**src/rtl/debounce_pkg.sv**
```systemverilog
// Shared definitions for the multi-channel switch debouncer: per-channel
// state encoding and default settle-counter width.
package debounce_pkg;

  localparam int unsigned DEFAULT_CH = 4;
  localparam int unsigned DEFAULT_N  = 22;

  typedef enum logic [1:0] {
    ZERO  = 2'b00,
    WAIT0 = 2'b01,
    ONE   = 2'b10,
    WAIT1 = 2'b11
  } db_state_e;

endpackage

```
**src/rtl/debounce_multi_if.sv**
```systemverilog
// Switch-in / debounced-out bundle between the board front end and the
// debouncer; master drives raw switches, slave returns levels and ticks.
interface debounce_multi_if #(
  parameter int unsigned CH = 4
);
  logic [CH-1:0] sw;
  logic [CH-1:0] db_level;
  logic [CH-1:0] rise_tick;
  logic [CH-1:0] fall_tick;

  modport master (output sw, input db_level, rise_tick, fall_tick);
  modport slave  (input sw, output db_level, rise_tick, fall_tick);
endinterface

```
**src/rtl/debounce_channel.sv**
```systemverilog
// One debounce FSMD: settles a single synchronous input over 2^N cycles and
// produces a registered level with registered rise/fall ticks.
module debounce_channel
  import debounce_pkg::*;
#(
  parameter int unsigned N = DEFAULT_N
) (
  input  logic clk,
  input  logic reset,
  input  logic s,
  output logic db_level,
  output logic rise_tick,
  output logic fall_tick
);

  db_state_e      state_q, state_d;
  logic [N-1:0]   count_q, count_d;
  logic           db_level_q, db_level_d;
  logic           rise_tick_q, rise_tick_d;
  logic           fall_tick_q, fall_tick_d;

  always_comb begin
    state_d = state_q;
    count_d = count_q;
    unique case (state_q)
      ZERO: begin
        if (s) begin
          state_d = WAIT1;
          count_d = '1;
        end
      end
      WAIT1: begin
        if (!s) begin
          state_d = ZERO;
        end else begin
          count_d = count_q - 1'b1;
          if (count_d == '0) state_d = ONE;
        end
      end
      ONE: begin
        if (!s) begin
          state_d = WAIT0;
          count_d = '1;
        end
      end
      WAIT0: begin
        if (s) begin
          state_d = ONE;
        end else begin
          count_d = count_q - 1'b1;
          if (count_d == '0) state_d = ZERO;
        end
      end
      default: state_d = ZERO;
    endcase
  end

  // Level is taken from the current state register, so it (and the ticks
  // derived from its change) lands one edge after the state transition,
  // giving exactly 2^N cycles from the first settling sample.
  always_comb begin
    db_level_d  = (state_q == ONE) || (state_q == WAIT0);
    rise_tick_d = db_level_d & ~db_level_q;
    fall_tick_d = ~db_level_d & db_level_q;
  end

  always_ff @(posedge clk or posedge reset) begin
    if (reset) begin
      state_q     <= ZERO;
      count_q     <= '0;
      db_level_q  <= 1'b0;
      rise_tick_q <= 1'b0;
      fall_tick_q <= 1'b0;
    end else begin
      state_q     <= state_d;
      count_q     <= count_d;
      db_level_q  <= db_level_d;
      rise_tick_q <= rise_tick_d;
      fall_tick_q <= fall_tick_d;
    end
  end

  assign db_level  = db_level_q;
  assign rise_tick = rise_tick_q;
  assign fall_tick = fall_tick_q;

endmodule

```
**src/rtl/debounce_multi.sv**
```systemverilog
// Multi-channel switch debouncer: CH independent debounce_channel instances.
// Define DEBOUNCE_SYNC_EN to insert a 2-flop synchroniser on every sw bit.
module debounce_multi
  import debounce_pkg::*;
#(
  parameter int unsigned CH = DEFAULT_CH,
  parameter int unsigned N  = DEFAULT_N
) (
  input  logic             clk,
  input  logic             reset,
  debounce_multi_if.slave  bus
);

  logic [CH-1:0] s;
  logic [CH-1:0] db_level_w;
  logic [CH-1:0] rise_tick_w;
  logic [CH-1:0] fall_tick_w;

`ifdef DEBOUNCE_SYNC_EN
  logic [CH-1:0] sync1_q, sync1_d;
  logic [CH-1:0] sync2_q, sync2_d;

  always_comb begin
    sync1_d = bus.sw;
    sync2_d = sync1_q;
  end

  always_ff @(posedge clk or posedge reset) begin
    if (reset) begin
      sync1_q <= '0;
      sync2_q <= '0;
    end else begin
      sync1_q <= sync1_d;
      sync2_q <= sync2_d;
    end
  end

  assign s = sync2_q;
`else
  assign s = bus.sw;
`endif

  for (genvar i = 0; i < CH; i++) begin : g_ch
    debounce_channel #(
      .N (N)
    ) u_channel (
      .clk       (clk),
      .reset     (reset),
      .s         (s[i]),
      .db_level  (db_level_w[i]),
      .rise_tick (rise_tick_w[i]),
      .fall_tick (fall_tick_w[i])
    );
  end

  assign bus.db_level  = db_level_w;
  assign bus.rise_tick = rise_tick_w;
  assign bus.fall_tick = fall_tick_w;

endmodule

```
**src/flat_wrapper.sv**
```systemverilog
// flat-port wrapper written by rule: the top's interface ports become plain ports
module debounce_multi_flat import debounce_pkg::*;
#(
  parameter int unsigned CH = DEFAULT_CH,
  parameter int unsigned N  = DEFAULT_N
)
  (clk, reset, bus_sw, bus_db_level, bus_rise_tick, bus_fall_tick);
  debounce_multi_if #(.CH(CH)) bus_i ();
  input  logic clk;
  input  logic reset;
  input wire logic [$bits(bus_i.sw)-1:0] bus_sw;
  output wire logic [$bits(bus_i.db_level)-1:0] bus_db_level;
  output wire logic [$bits(bus_i.rise_tick)-1:0] bus_rise_tick;
  output wire logic [$bits(bus_i.fall_tick)-1:0] bus_fall_tick;
  assign bus_i.sw = bus_sw;
  assign bus_db_level = bus_i.db_level;
  assign bus_rise_tick = bus_i.rise_tick;
  assign bus_fall_tick = bus_i.fall_tick;
  debounce_multi #(.CH(CH), .N(N)) u_core (.clk(clk), .reset(reset), .bus(bus_i));
endmodule
```
**config.mk**
```make
export PLATFORM = sky130hd
export DESIGN_NAME = debounce_multi_flat
export DESIGN_NICKNAME = d
export VERILOG_FILES = /design/src/rtl/debounce_pkg.sv /design/src/rtl/debounce_multi_if.sv /design/src/rtl/debounce_channel.sv /design/src/rtl/debounce_multi.sv /design/src/flat_wrapper.sv
export SDC_FILE = /design/constraint.sdc
export NUM_CORES = 1
export LEC_CHECK = 0
export BUFFER_PORTS_ARGS = -buffer_cell sky130_fd_sc_hd__buf_4
export CAP_MARGIN = 0
export CORE_ASPECT_RATIO = 2
export CORE_UTILIZATION = 65
export DETAILED_ROUTE_END_ITERATION = 10
export GPL_ROUTABILITY_DRIVEN = 0
export PLACE_DENSITY = 0.82
export SLEW_MARGIN = 20
export SYNTH_ARGS = -nofsm -noshare
export SYNTH_HDL_FRONTEND = slang
export SYNTH_SLANG_ARGS = --single-unit
```
**constraint.sdc**
```tcl
create_clock -name clk -period 9.1 [get_ports clk]
set_input_delay 1.82 -clock clk [delete_from_list [all_inputs] [get_ports clk]]
set_output_delay 1.82 -clock clk [all_outputs]
set_load 0.02 [all_outputs]
```
==> out/metrics.yaml, run 1 <==
ys_types: 71
slew_headroom_pct: 30.4
wl_per_cell_microns: 17.2
end_kind: "register"
grt_overflow: 0
cts_buffer_depth: 2
worstHoldStart: "u_core.g_ch[1].u_channel.db_level$_DFF_PP0_"
dieArea_sq_um: 11500
area.growth.synth_to_final_pct: 5.00
cp.required_ps: 9360
maxCapViolations: 0
syn_avg_cell_area_sq_um: 8.16
crit_path_start_kind: "register"
r2r_start: "u_core.g_ch[3].u_channel.count_q[0]$_DFFE_PP0P_"
die_w_microns: 76.4
hp-class: "register to register"
routed_wl_mm: 17.2
antenna_found_initial: 0
netlist_area_sq_um: 7190
numCtsBuffers: 9
yosysWarnings: 0
pwr_density_cell_nw_per_um2: 265
layout_commonest_cell: "nor2_1"
finalSetupTns_ps: 0
cp.arrival_ps: 4070
hold_violations: 0
nets: 883
rr_worst_depth: 10
std_cell_rows: 54
p_total_w: 0.00200
clkLatencyLatePin_ps: 350
synthCells: 881
min_period_ps: 3810
crit_type: "register to register"
seq_area_frac_synth_pct: 37.6
status: "finished, final reports clean"
synth_nets: 911
min_period_over_period_pct: 41.9
firstDrtPassIters: 5
ant_nets: 0
final_cell_mix: "nor2_1 (113), dfrtp_1 (108), o21ai_0 (87)"
rsz0062_at_grt: "false"
clk_pin_slew_ps: 70
drv_slew: 0
n_antenna_cell: 0
cts_tree: "yes"
fin_hold_ws_ps: 449
rrSetupSlack_ps: 5290
fp.coreArea_sq_um: 10800
grt_pass1_wl_mm: 28.4
cts_setup_buffers: 0
cp_max_fo: 12
cts_resized: 0
htree_num_levels: 3
synth_top_cell_by_area: "dfrtp_1"
finalSetupViolCount: 0
holdPathStages: 1
io_pins: 18
synth_edf_count: 0
nFillCells: 872
vias: 6744
dp_hpwl_mm: 11.9
grt_usage_pct: 30.5
vdd_drop_max_uv: 238
hold_end: "u_core.g_ch[1].u_channel.rise_tick$_DFF_PP0_"
p_leak_nw: 2.62
tightestPinTransition_ps: 1040
grt_pass1_vias: 6375
yosys_register_bits: 108
numClockSinks: 108
synthArstFlopShare_pct: 100
yosys-top-cells-area: "dfrtp_1 (38%), o21ai_0 (6.1%), nor2_1 (6.0%), a21oi_1 (4.5%), ha_1 (4.2%)"
synth_top_area_share_pct: 37.6
drc: 0
drive_above_1_share_pct: 7.58
r2r-end: "u_core.g_ch[3].u_channel.state_q[1]$_DFFE_PP0P_"
fin_skew_ps: 8.79
via_per_inst: 6.76
max_freq_mhz: 262
die_h_microns: 151
ys.flop_type: "dfrtp_1"
first_iter_violations: 465
start_util_pct: 66.5
grt_max_degree: 58
postCtsHoldBufs: 0
placement.io_buffers: 17
ctsRootBufferMaster: "clkbuf_16"
## cells in the mapped netlist (all sizes together) (15+ instances only)
library cell / instances
a21oi: 66
o21ai: 89
inv: 25
ha: 24
dfrtp: 108
or3: 16
clkbuf: 44
nand2: 75
nor2: 115
nor2b: 15
nor4: 21
a31oi: 30
nor3: 42
buf: 16
## through the flow
step	setup slack (ps)	utilization, %	instances	area [sq um]
3_5_place_dp	5040	67.1	982	7250
6_report	5290	69.8	998	7550
3_3_place_gp	5150	67.1	982	7250
2_1_floorplan	4430	-	881	7190
5_1_grt	4950	69.8	998	7550
4_1_cts	5360	69.7	998	7530
## worst max-delay path by stage
stage / cells past startpoint / from / end / slack (ps)
after floorplan: 1 / reset / u_core.g_ch[0].u_channel.count_q[0]$_DFFE_PP0P_ / 4430
after global placement: 7 / bus_sw[2] / u_core.g_ch[2].u_channel.count_q[8]$_DFFE_PP0P_ / 5150
after detailed placement: 7 / bus_sw[2] / u_core.g_ch[2].u_channel.count_q[8]$_DFFE_PP0P_ / 5040
after CTS: 10 / u_core.g_ch[3].u_channel.count_q[0]$_DFFE_PP0P_ / u_core.g_ch[3].u_channel.state_q[1]$_DFFE_PP0P_ / 5360
after global routing: 10 / u_core.g_ch[3].u_channel.count_q[0]$_DFFE_PP0P_ / u_core.g_ch[3].u_channel.state_q[1]$_DFFE_PP0P_ / 4950
final: 10 / u_core.g_ch[3].u_channel.count_q[0]$_DFFE_PP0P_ / u_core.g_ch[3].u_channel.state_q[1]$_DFFE_PP0P_ / 5290
## cell families (layout without fill, tap and decap cells)
group | after synthesis | in the layout | synth area share [%]
muxes | 16 | 16 | 2.26
AOI/OAI and AO/OA | 265 | 265 | 22.8
DFF | 108 | 108 | 37.6
adders and majority gates | 24 | 24 | 4.18
and+or+nand+nor | 365 | 365 | 25.8
buffers and inverters | 85 | 62 | 5.21
xor gates and xnor gates | 18 | 18 | 2.19
## cell type report
class                   count  area (sq um)  share of cell area [%]
flip-flops and latches    108          2700                    35.8
well taps                 140           175                    2.32
clock inverters             7          57.6                   0.763
inverters                  25          96.3                    1.28
multi-input cells         688          4130                    54.8
repair buffers             21           158                    2.09
clock buffers               9           225                    2.98
## registers in the layout (all words and copies together), names as in the netlist
| signal | cells |
|---|---|
| u_core.g_ch.u_channel.count_q | 88 |
| u_core.g_ch.u_channel.fall_tick | 4 |
| u_core.g_ch.u_channel.db_level | 4 |
| u_core.g_ch.u_channel.rise_tick | 4 |
| u_core.g_ch.u_channel.state_q | 8 |
## worst max-delay path, cell delays in order, from the launching register on
cell and delay [ps]:
dfrtp_1 460, inv_1 140, ha_1 470, nor3b_1 500, nand2_1 300, or4_1 530, xor2_1 180, nand4_1 160
o31ai_1 540, o21ai_0 210, a22oi_1 230
## power by group
group | internal (W) | total (W) | switching [W]
registers | 0.000588 | 0.000743 | 0.000155
clock network | 0.000190 | 0.000381 | 0.000191
logic | 0.000311 | 0.000879 | 0.000568
total | 0.00109 | 0.00200 | 0.000914
## metal layers
layer | GRT usage, % | vias to the layer above | wire length, microns
li1 | - | 3158 | -
met4 | 18.7 | 0 | 659
met1 | 32.6 | 3250 | 6550
met3 | 3.70 | 68 | 713
met2 | 56.7 | 268 | 9260
met5 | 0 | - | 0
(Power assumes the default switching activity.)
==> run 2, diff against run 1 <==
--- a/config.mk
+++ b/config.mk
@@ -8,10 +8,10 @@
 export BUFFER_PORTS_ARGS = -buffer_cell sky130_fd_sc_hd__buf_4
 export CAP_MARGIN = 0
 export CORE_ASPECT_RATIO = 2
-export CORE_UTILIZATION = 65
+export CORE_UTILIZATION = 57
 export DETAILED_ROUTE_END_ITERATION = 10
 export GPL_ROUTABILITY_DRIVEN = 0
-export PLACE_DENSITY = 0.82
+export PLACE_DENSITY = 0.77
 export SLEW_MARGIN = 20
 export SYNTH_ARGS = -nofsm -noshare
 export SYNTH_HDL_FRONTEND = slang
==> constraint.sdc (replaced) <==
create_clock -name clk -period 3.35 [get_ports clk]
set_input_delay 0.67 -clock clk [delete_from_list [all_inputs] [get_ports clk]]
set_output_delay 0.67 -clock clk [all_outputs]
set_load 0.02 [all_outputs]
==> run 2 against run 1 <==
First-iteration DRC count is 12% lower. Fmax is 22% higher. Utilization is 6.4 points lower. Sequential cell count stayed put. Clock skew is 1.5 ps higher. Hold slack worse by 88 ps. Final cell count is 2.5% higher. Via count is 1.6% lower. Sequential share of layout area is 0.85 points lower. Total power grew to 2.8 times the previous value.
==> out/metrics.yaml, run 2 (synthesis gave the netlist of run 1 again) <==
finalSetupViolCount: 0  # unchanged
grt_max_degree: 62  # +6.9%
min_period_ps: 3130  # -680 ps
top_register: "u_core.g_ch.u_channel.count_q"
io_pins: 18  # unchanged
final_area_sq_um: 7730  # +2.4%
min_period_over_period_pct: 93.5  # +52 points
maxCapViolations: 0  # unchanged
max_freq_mhz: 319  # +22%
clkLatencyLatePin_ps: 350  # about the same
p_total_w: 0.00557  # +180%
grt_usage_pct: 27.8  # -2.7 points
cts_resized: 0  # unchanged
vdd_drop_max_uv: 573  # +140%
drive_above_1_share_pct: 9.47  # +1.9 points
cts_buffer_depth: 2  # unchanged
cts_tree: "yes"
firstDrtPassIters: 8  # +3
fp.coreArea_sq_um: 12200  # +13%
die_h_microns: 161  # +6.7%
rrSetupSlack_ps: 220  # -5070 ps
dp_hpwl_mm: 12.4  # +4.0%
die_w_microns: 81.4  # +6.6%
grt_pass1_vias: 6670  # +4.6%
dieArea_sq_um: 13100  # +14%
cp.required_ps: 3610  # -5750 ps
grt_pass1_wl_mm: 29.2  # +2.8%
cp_max_fo: 8  # -4
largest_reg_flops: 88  # unchanged
rr_worst_depth: 10  # unchanged
grt_overflow: 0  # unchanged
crit_type: "register to register"
cp.arrival_ps: 3390  # -680 ps
via_per_inst: 6.49  # -4.0%
routed_wl_mm: 17.1  # -0.20%
clk_pin_slew_ps: 80  # about the same
htree_num_levels: 3  # unchanged
hold_violations: 0  # unchanged
finalSetupTns_ps: 0  # unchanged
r2r-end: "u_core.g_ch[3].u_channel.state_q[1]$_DFFE_PP0P_"
end_kind: "register"
fin_skew_ps: 10.3  # +1.50 ps
drv_slew: 0  # unchanged
numClockSinks: 108  # unchanged
final_cell_mix: "nor2_1 (114), dfrtp_1 (108), o21ai_0 (86)"
tightestPinTransition_ps: 1060  # +20.4 ps
numCtsBuffers: 9  # unchanged
hp-class: "primary input to asynchronous set/reset pin"
vias: 6636  # -1.6%
r2r_start: "u_core.g_ch[3].u_channel.count_q[0]$_DFFE_PP0P_"
status: "finished, final reports clean"
crit_path_start_kind: "register"
dpl_cell_area_sq_um: 7410  # +2.2%
antenna_found_initial: 0  # unchanged
first_iter_violations: 408  # -12%
postCtsHoldBufs: 0  # unchanged
ctsRootBufferMaster: "clkbuf_16"
area.growth.synth_to_final_pct: 7.56
p_leak_nw: 2.72  # +3.9%
slew_headroom_pct: 28.8  # -1.6 points
drc: 0  # unchanged
reg_top3: "u_core.g_ch.u_channel.count_q: 88 flops, u_core.g_ch.u_channel.state_q: 8 flops"
n_antenna_cell: 0  # unchanged
placement.io_buffers: 17  # unchanged
layout_commonest_cell: "nor2_1"
rsz0062_at_grt: "false"
nFillCells: 1022  # +17%
cts_setup_buffers: 0  # unchanged
wl_per_cell_microns: 16.8  # -2.6%
std_cell_rows: 57  # +5.6%
start_util_pct: 58.9  # -7.6 points
pwr_density_cell_nw_per_um2: 721  # +170%
nets: 901  # +2.0%
ant_nets: 0  # unchanged
==> run 2: worst max path at each step <==
stage	start	to	slack (ps)	depth (start not counted)
after floorplan	u_core.g_ch[2].u_channel.count_q[0]$_DFFE_PP0P_	u_core.g_ch[2].u_channel.state_q[0]$_DFFE_PP0P_	430	10
after global placement	u_core.g_ch[3].u_channel.count_q[0]$_DFFE_PP0P_	u_core.g_ch[3].u_channel.state_q[0]$_DFFE_PP0P_	370	10
after detailed placement	u_core.g_ch[3].u_channel.count_q[0]$_DFFE_PP0P_	u_core.g_ch[3].u_channel.state_q[1]$_DFFE_PP0P_	140	10
after CTS	u_core.g_ch[3].u_channel.count_q[0]$_DFFE_PP0P_	u_core.g_ch[3].u_channel.state_q[1]$_DFFE_PP0P_	120	10
after global routing	u_core.g_ch[3].u_channel.count_q[0]$_DFFE_PP0P_	u_core.g_ch[3].u_channel.state_q[0]$_DFFE_PP0P_	50	10
final	u_core.g_ch[3].u_channel.count_q[0]$_DFFE_PP0P_	u_core.g_ch[3].u_channel.state_q[1]$_DFFE_PP0P_	220	10
==> run 2: through the flow <==
stage	util [%]	instances	hold slack (ps)	worst slack, ps
4_1_cts	63.3	1023	370	125
3_5_place_dp	60.8	1007	454	145
2_1_floorplan	-	881	418	431
3_3_place_gp	60.8	1007	427	369
5_1_grt	63.4	1023	389	50.7
6_report	63.4	1023	361	218
==> run 2: routing by layer <==
| layer | part of all wire, % | GRT usage, % | up-vias |
|---|---|---|---|
| li1 | - | - | 3182 |
| met1 | 38 | 30.4 | 3184 |
| met2 | 54 | 48.6 | 213 |
| met3 | 4.1 | 4.03 | 57 |
| met4 | 3.4 | 17.0 | 0 |
| met5 | 0 | 0 | - |
==> run 2: cell type report <==
cell class                 instances  area [sq um]  area share, %
timing repair buffer              39           305           3.95
clock buffer                       9           225           2.91
multi-input combinational        688          4130           53.5
tap                              147           184           2.38
sequential                       108          2700           35.0
inverter                          25          97.6           1.26
clock inverter                     7          81.3           1.05
==> run 2: worst max-delay path, cell delays in order (launching register included) <==
cell and delay (ps):
dfrtp_1 460, inv_1 130, ha_1 280, or3b_1 500
nor3_1 310, mux2i_1 130, o32ai_1 230, nand4_1 250
o31ai_4 370, o21ai_0 170, a22oi_1 220
==> run 2: report_power, final <==
group / switching (W) / total (W) / internal [W]
logic: 0.00157 / 0.00247 / 0.000901
clock network: 0.000503 / 0.00110 / 0.000592
registers: 0.000410 / 0.00201 / 0.00160
total: 0.00248 / 0.00557 / 0.00309
==> run 3, diff against run 2 <==
--- a/config.mk
+++ b/config.mk
@@ -6,12 +6,12 @@
 export NUM_CORES = 1
 export LEC_CHECK = 0
 export BUFFER_PORTS_ARGS = -buffer_cell sky130_fd_sc_hd__buf_4
-export CAP_MARGIN = 0
+export CAP_MARGIN = 20
 export CORE_ASPECT_RATIO = 2
-export CORE_UTILIZATION = 57
+export CORE_UTILIZATION = 65
 export DETAILED_ROUTE_END_ITERATION = 10
 export GPL_ROUTABILITY_DRIVEN = 0
-export PLACE_DENSITY = 0.77
+export PLACE_DENSITY = 0.82
 export SLEW_MARGIN = 20
 export SYNTH_ARGS = -nofsm -noshare
 export SYNTH_HDL_FRONTEND = slang
==> constraint.sdc (replaced) <==
create_clock -name clk -period 3.9 [get_ports clk]
set_input_delay 0.78 -clock clk [delete_from_list [all_inputs] [get_ports clk]]
set_output_delay 0.78 -clock clk [all_outputs]
set_load 0.02 [all_outputs]
==> run 3 against run 2 <==
Via count rose by 1.3%. Critical endpoint unchanged. Non-clock buffer count fell by 8. Worst setup slack improved by 200 ps. Combinational power fell by 15%. Final cell count fell by 1.6%. Global-route usage rose by 3.7 points.
==> out/metrics.yaml, run 3 (synthesis gave the netlist of run 1 again) <==
fp.coreArea_sq_um: 10800  # -11%
end_kind: "register"
clkLatencyLatePin_ps: 350  # about the same
cts_tree: "yes"
hold_violations: 0  # unchanged
pwr_density_cell_nw_per_um2: 618  # -14%
via_per_inst: 6.68  # +2.9%
cp.required_ps: 4170  # +560 ps
crit_start: "u_core.g_ch[3].u_channel.count_q[0]$_DFFE_PP0P_"
maxCapViolations: 0  # unchanged
hp-class: "register to register"
largest_reg_flops: 88  # unchanged
p_leak_nw: 2.67  # -2.0%
crit_path_start_kind: "register"
vdd_drop_max_uv: 546  # -4.7%
final_area_sq_um: 7610  # -1.6%
dpl_cell_area_sq_um: 7330  # -1.1%
std_cell_rows: 54  # -5.3%
dieArea_sq_um: 11500  # -12%
grt_pass1_vias: 6514  # -2.3%
r2r_start: "u_core.g_ch[3].u_channel.count_q[0]$_DFFE_PP0P_"
cts_buffer_depth: 2  # unchanged
grt_overflow: 0  # unchanged
min_period_ps: 3480  # +349 ps
start_util_pct: 66.5  # +7.6 points
status: "finished, final reports clean"
ant_nets: 0  # unchanged
final_cell_mix: "nor2_1 (114), dfrtp_1 (108), o21ai_0 (86)"
fin_skew_ps: 6.46  # -3.84 ps
fin_hold_ws_ps: 460  # +98.7 ps
numClockSinks: 108  # unchanged
rr_worst_depth: 10  # unchanged
cts_resized: 0  # unchanged
wl_per_cell_microns: 17.3  # +3.4%
cts_setup_buffers: 0  # unchanged
regArea_sq_um: 2700  # unchanged
grt_usage_pct: 31.5  # +3.7 points
firstDrtPassIters: 5  # -3
drv_slew: 0  # unchanged
fin_ws_ps: 419  # +201 ps
top_register: "u_core.g_ch.u_channel.count_q"
die_w_microns: 76.4  # -6.2%
ctsRootBufferMaster: "clkbuf_16"
postCtsHoldBufs: 0  # unchanged
rsz0062_at_grt: "false"
first_iter_violations: 597  # +46%
worstHoldStart: "u_core.g_ch[1].u_channel.db_level$_DFF_PP0_"
nets: 893  # -0.89%
layout_commonest_cell: "nor2_1"
multi_input_area_sq_um: 4120  # -0.33%
n_antenna_cell: 0  # unchanged
final_util_pct: 70.4  # +7.0 points
placement.io_buffers: 17  # unchanged
routed_wl_mm: 17.5  # +1.8%
grt_max_degree: 75  # +21%
crit_type: "register to register"
holdPathStages: 1
dp_hpwl_mm: 12.2  # -1.7%
slew_headroom_pct: 25.9  # -2.9 points
vias: 6724  # +1.3%
drc: 0  # unchanged
dp_slack_ps: 589  # +444 ps
finalSetupViolCount: 0  # unchanged
tightestPinTransition_ps: 1100  # +42.9 ps
die_h_microns: 151  # -6.3%
io_pins: 18  # unchanged
cp_max_fo: 7  # -1
clk_pin_slew_ps: 70  # about the same
min_period_over_period_pct: 89.3  # -4.2 points
finalSetupTns_ps: 0  # unchanged
area.growth.synth_to_final_pct: 5.83
max_freq_mhz: 287  # -10%
drive_above_1_share_pct: 8.30  # -1.2 points
nFillCells: 873  # -15%
grt_pass1_wl_mm: 29.2  # about the same
numCtsBuffers: 9  # unchanged
antenna_found_initial: 0  # unchanged
cp.arrival_ps: 3750  # +360 ps
htree_num_levels: 3  # unchanged
reg_top3: "u_core.g_ch.u_channel.count_q: 88 flops, u_core.g_ch.u_channel.state_q: 8 flops"
==> run 3: cell types whose count changed in the layout (fill, tap and decap cells not counted), sizes merged <==
cell | previous run | this run
clkbuf | 9 | 12
inv | 27 | 25
buf | 39 | 31
clkinvlp | 1 | 0
bufinv | 1 | 0
==> run 3: report_power, final <==
group          switching [W]  internal (W)  total (W)
Sequential          0.000368       0.00137    0.00174
Clock               0.000411      0.000467   0.000878
Combinational        0.00133      0.000755    0.00209
==> run 3: area by class of cell <==
type / count / area share (%)
Multi-Input combinational cell: 688 / 54.2
Sequential cell: 108 / 35.5
Clock buffer: 12 / 3.37
Timing Repair Buffer: 31 / 3.06
Tap cell: 140 / 2.30
Inverter: 25 / 1.27
Clock inverter: 3 / 0.296
==> run 3: path summary, 6_finish.rpt <==
check / end / slack, ps
worst max-delay path: u_core.g_ch[3].u_channel.state_q[1]$_DFFE_PP0P_ / 420
worst min register to register: u_core.g_ch[1].u_channel.rise_tick$_DFF_PP0_ / 460
worst max register to register: u_core.g_ch[3].u_channel.state_q[1]$_DFFE_PP0P_ / 420
min in group asynchronous: u_core.g_ch[1].u_channel.count_q[13]$_DFFE_PP0P_ / 630
max in group asynchronous: u_core.g_ch[1].u_channel.db_level$_DFF_PP0_ / 2460
worst min-delay path: u_core.g_ch[1].u_channel.rise_tick$_DFF_PP0_ / 460
==> run 3: per-layer routing <==
metal | GRT usage [%] | part of all wire, % | up-vias
li1 | - | - | 3170
met1 | 33.7 | 37 | 3226
met2 | 57.7 | 54 | 261
met3 | 4.67 | 5.2 | 67
met4 | 19.5 | 3.8 | 0
met5 | 0 | 0 | -
==> run 3: stage by stage <==
stage                     instances  power (W)
final                          1007    0.00470
after global routing           1007    0.00503
after CTS                      1007    0.00469
after detailed placement        992    0.00381
after global placement          992    0.00367
after floorplan                 881    0.00327
==> run 3: critical path, stage by stage (launching register included) <==
cell and delay [ps]:
dfrtp_1 450, inv_1 130, ha_1 190, nor3b_1 510, nand2_1 300, or4_1 550, xor2_1 170, nand4_1 120
o31ai_1 560, o21ai_0 230, a22oi_1 200
